<file path="config.mk">
export PLATFORM = sky130hd
export DESIGN_NAME = mux8_rr_sched
export DESIGN_NICKNAME = d
export VERILOG_FILES = /design/src/rtl/mux8_rr_sched.sv
export SDC_FILE = /design/constraint.sdc
export NUM_CORES = 1
export LEC_CHECK = 0
export ABC_AREA = 1
export CORE_UTILIZATION = 46
export CTS_CLUSTER_SIZE = 40
export DETAILED_ROUTE_END_ITERATION = 16
export HOLD_SLACK_MARGIN = 0.02
export PLACE_DENSITY = 0.83
export REMOVE_ABC_BUFFERS = 1
export SLEW_MARGIN = 20
export SYNTH_ARGS = -nofsm -noshare
export SYNTH_HDL_FRONTEND = slang
export SYNTH_SLANG_ARGS = --single-unit
</file>
<file path="constraint.sdc">
create_clock -name clk -period 4.05 [get_ports clk]
set_input_delay 0.81 -clock clk [delete_from_list [all_inputs] [get_ports clk]]
set_output_delay 0.81 -clock clk [all_outputs]
set_load 0.1 [all_outputs]
</file>
<file path="src/rtl/mux8_rr_sched.sv">
// Round-robin scheduler driving the select of a shared 8:1 mux, with a registered valid/ready output.
// Optional macro MUX8_SCHED_LOCK_EN adds a per-requester lock that re-grants up to 4 words in a row.
module mux8_rr_sched #(
    parameter int unsigned WIDTH = 8
) (
    input  logic               clk,
    input  logic               rst_n,
    input  logic [7:0]         req,
    input  logic [8*WIDTH-1:0] data,
`ifdef MUX8_SCHED_LOCK_EN
    input  logic [7:0]         lock,
`endif
    output logic [7:0]         ack,
    output logic [7:0]         grant,
    output logic [2:0]         sett,
    output logic               out_valid,
    input  logic               out_ready,
    output logic [WIDTH-1:0]   out_data
);

    typedef enum logic [0:0] {StIdle, StBusy} state_e;

    state_e           state_q, state_d;
    logic [2:0]       ptr_q, ptr_d;
    logic [7:0]       grant_q, grant_d;
    logic [2:0]       sett_q, sett_d;
    logic [WIDTH-1:0] data_q, data_d;

    logic [2:0] nxt_ptr;
    logic [2:0] search_ptr;
    logic [3:0] arb;
    logic [2:0] win_idx;
    logic       win_ok;

    // Returns {found, index} of the first set request searching upward from p, wrapping.
    function automatic logic [3:0] rr_pick(input logic [7:0] r, input logic [2:0] p);
        logic       found;
        logic [2:0] idx;
        logic [2:0] cand;
        found = 1'b0;
        idx   = 3'd0;
        for (int k = 0; k < 8; k++) begin
            cand = p + 3'(k);
            if (!found && r[cand]) begin
                found = 1'b1;
                idx   = cand;
            end
        end
        return {found, idx};
    endfunction

    assign nxt_ptr    = sett_q + 3'd1;
    assign search_ptr = (state_q == StIdle) ? ptr_q : nxt_ptr;
    assign arb        = rr_pick(req, search_ptr);

`ifdef MUX8_SCHED_LOCK_EN
    logic [1:0] burst_q, burst_d;
    logic       lock_hit;

    // The 4th consecutive locked word (burst_q == 3) falls back to normal rotation.
    assign lock_hit = (state_q == StBusy) && lock[sett_q] && req[sett_q] && (burst_q != 2'd3);

    always_comb begin
        burst_d = burst_q;
        if (state_q == StIdle) begin
            burst_d = 2'd0;
        end else if (out_ready) begin
            burst_d = lock_hit ? burst_q + 2'd1 : 2'd0;
        end
    end

    always_ff @(posedge clk or negedge rst_n) begin
        if (!rst_n) begin
            burst_q <= 2'd0;
        end else begin
            burst_q <= burst_d;
        end
    end
`endif

    always_comb begin
        win_idx = arb[2:0];
        win_ok  = arb[3];
`ifdef MUX8_SCHED_LOCK_EN
        if (lock_hit) begin
            win_idx = sett_q;
            win_ok  = 1'b1;
        end
`endif
    end

    // State register
    always_ff @(posedge clk or negedge rst_n) begin
        if (!rst_n) begin
            state_q <= StIdle;
            ptr_q   <= 3'd0;
            grant_q <= 8'd0;
            sett_q  <= 3'd0;
            data_q  <= '0;
        end else begin
            state_q <= state_d;
            ptr_q   <= ptr_d;
            grant_q <= grant_d;
            sett_q  <= sett_d;
            data_q  <= data_d;
        end
    end

    // Next-state logic
    always_comb begin
        state_d = state_q;
        ptr_d   = ptr_q;
        grant_d = grant_q;
        sett_d  = sett_q;
        data_d  = data_q;
        unique case (state_q)
            StIdle: begin
                if (win_ok) begin
                    state_d = StBusy;
                    grant_d = 8'd1 << win_idx;
                    sett_d  = win_idx;
                    data_d  = data[32'(win_idx) * WIDTH +: WIDTH];
                end
            end
            StBusy: begin
                if (out_ready) begin
                    ptr_d = nxt_ptr;
                    if (win_ok) begin
                        grant_d = 8'd1 << win_idx;
                        sett_d  = win_idx;
                        data_d  = data[32'(win_idx) * WIDTH +: WIDTH];
                    end else begin
                        state_d = StIdle;
                        grant_d = 8'd0;
                    end
                end
            end
            default: state_d = StIdle;
        endcase
    end

    // Outputs
    always_comb begin
        out_valid = (state_q == StBusy);
        ack       = grant_q & {8{out_ready}};
        grant     = grant_q;
        sett      = sett_q;
        out_data  = data_q;
    end

endmodule

</file>
==> results.sh <==
export IMPL_outcome="completed"
export IMPL_hpwl_microns=6470
export IMPL_start_kind="register"
export IMPL_tightest_slew_ns=1.01
export IMPL_area_delta_synth_final_pct=36.1
export IMPL_slew_viol_final=0
export IMPL_fin_tns_setup_ns=0
export IMPL_routabilityCongestion=0.891
export IMPL_synth_yosys_seq_area_share=0.206
export IMPL_antenna_left=0
export IMPL_synth_most_common_cell="nand2_1"
export IMPL_period_needed_ns=3.62
export IMPL_num_antenna_cells=0
export IMPL_grt_remaining_overflow=0
export IMPL_clkTransAtPathRegs_ns=0.08
export IMPL_drt_pass1_iterations=4
export IMPL_critPathArrivalTime_ns=3.77
export IMPL_netlist_area_sq_mm=0.00280
export IMPL_cts_resized=0
export IMPL_die_h_microns=80.0
export IMPL_worstRegToRegCells=18
export IMPL_clockBufferDepth=2
export IMPL_crit_fanout=24
export IMPL_drive_gt1_frac=0.109
export IMPL_end_kind="register"
export IMPL_synth_ff_type="dfrtp_1"
export IMPL_whs_path_depth=2
export IMPL_drt_met1_wl_microns=3380
export IMPL_rsz0062_at_grt="false"
export IMPL_yosys_warnings=0
export IMPL_first_iter_violations=121
export IMPL_cp_required_ns=4.19
export IMPL_synth_edf_count=0
export IMPL_ys_ff_latch=23
export IMPL_skew_ns=0.00197
export IMPL_hold_viol=0
export IMPL_slew_headroom=0.322
export IMPL_hold_path_class="reg -> reg"
export IMPL_fmax_ghz=0.276
export IMPL_grt_pass1_vias=3192
export IMPL_drc=0
export IMPL_wl_per_cell_microns=12.8
export IMPL_max_cap_viol_count=0
export IMPL_routed_top_layer="met4"
export IMPL_synthCells=479
export IMPL_h_tree_depth=1
export IMPL_critical_path_class="reg -> reg"
export IMPL_ys_async_sr_fraction=1.00
export IMPL_clock_sinks=23
export IMPL_worstSkewPairLatency_ns=0.26
export IMPL_wl_microns=8260
export IMPL_finalSetupViolations=0
export IMPL_port_buffers=102
export IMPL_vias=3350
export IMPL_cts_tree="yes"
export IMPL_coreArea_sq_mm=0.00589
export IMPL_avgSynthCellArea_sq_um=5.84
export IMPL_viasPerCell=5.21
export IMPL_cts_root_buf="clkbuf_8"
export IMPL_synth_commonest_cells="235 x nand2_1, 87 x nand3_1, 36 x inv_1"
export IMPL_cts_buffers=3
export IMPL_dieWidth_microns=80.0
export IMPL_dr_wl_met2_microns=4100
export IMPL_grt_pass1_wl_microns=13900
export IMPL_grt_use_total=0.271
export IMPL_dieArea_sq_mm=0.00639
export IMPL_initial_core_util=0.475
export IMPL_grt_max_degree=37
export IMPL_cts_setup_buffers=0
export IMPL_hold_buffers=0
export IMPL_synth_top_area_frac=0.316
export IMPL_rows=28
export IMPL_dr_wl_met3_microns=604
export IMPL_antenna_found_initial=0
export IMPL_ys_types=31
export IMPL_io_pins=103
export IMPL_num_nets_final=647
export IMPL_yosysTopAreaCell="nand2_1"
export IMPL_synth_area_top_cells="nand2_1 32%, dfrtp_1 21%, nand3_1 16%, inv_1 4.8%, nand2_2 3.6%"
export IMPL_final_period_utilization=0.894
[layout by cell type, fill, tap and decap left out, drive strengths merged]
cell type	n
a21oi	4
a31oi	1
buf	11
clkbuf	4
clkdlybuf4s50	93
dfrtp	23
ha	3
inv	42
nand2	255
nand3	94
nand3b	1
nand4	6
nor2	15
o211ai	1
o21ai	14
o21bai	1
[worst max-delay path, stage by stage, from the launching register on]
cell,delay (ns)
dfrtp_1,0.44
ha_1,0.34
inv_1,0.06
nand2_1,0.07
nand2_2,0.20
ha_1,0.44
inv_1,0.07
nand3_1,0.08
nand2_1,0.07
nand2_1,0.08
nand2_1,0.12
nor2_4,0.16
nand4_4,0.14
nor2_8,0.16
nand3_1,0.12
o21ai_2,0.41
nor2_2,0.28
inv_1,0.19
o21ai_1,0.08
[flip-flops by register name, indices dropped and copies added (netlist names)]
register,flops
grant,8
ptr_q,3
out_data,8
sett,3
out_valid,1
[cell type report]
| class | count | area, sq um |
|---|---|---|
| Fill cell | 551 | 2080 |
| Timing Repair Buffer | 104 | 1010 |
| Tap cell | 75 | 93.8 |
| Sequential cell | 23 | 576 |
| Multi-Input combinational cell | 395 | 1920 |
| Clock buffer | 4 | 45.0 |
| Inverter | 42 | 163 |
[through the flow]
stage,instances,worst slack (ns),area [sq um],hold WS (ns),util
3_5_place_dp,639,0.429,3760,0.492,0.640
3_3_place_gp,639,0.486,3760,0.481,0.640
5_1_grt,643,0.107,3800,0.531,0.646
6_report,643,0.429,3800,0.507,0.646
4_1_cts,643,0.393,3810,0.512,0.647
2_1_floorplan,460,0.204,2660,0.475,-
[metal layers]
layer,GRT usage,vias up
met5,0,-
met4,0.0821,0
met3,0.0411,14
met2,0.485,120
met1,0.332,1518
li1,-,1698
[cell families after synthesis]
logic type,share of synthesized area
AND/OR/NAND/NOR,0.628
buffers and inverters,0.108
flip-flops,0.206
AO/OA/AOI/OAI,0.0448
adder cells (fa/ha/maj),0.0134
[path summary, 6_finish.rpt]
check / startpoint / end / slack (ns)
max: sett[0]$_DFFE_PN0P_ / grant[2]$_DFFE_PN0P_ / 0.43
min: out_data[5]$_DFFE_PN0P_ / out_data[5]$_DFFE_PN0P_ / 0.51
max reg2reg: sett[0]$_DFFE_PN0P_ / grant[2]$_DFFE_PN0P_ / 0.43
min reg2reg: out_data[5]$_DFFE_PN0P_ / out_data[5]$_DFFE_PN0P_ / 0.51
max in group asynchronous: rst_n / out_data[4]$_DFFE_PN0P_ / 3.18
min in group asynchronous: rst_n / grant[5]$_DFFE_PN0P_ / 0.52
Power is left out: the tool's default activity adds up to more than one toggle a clock period on the data nets, which glitch-free logic cannot reach.
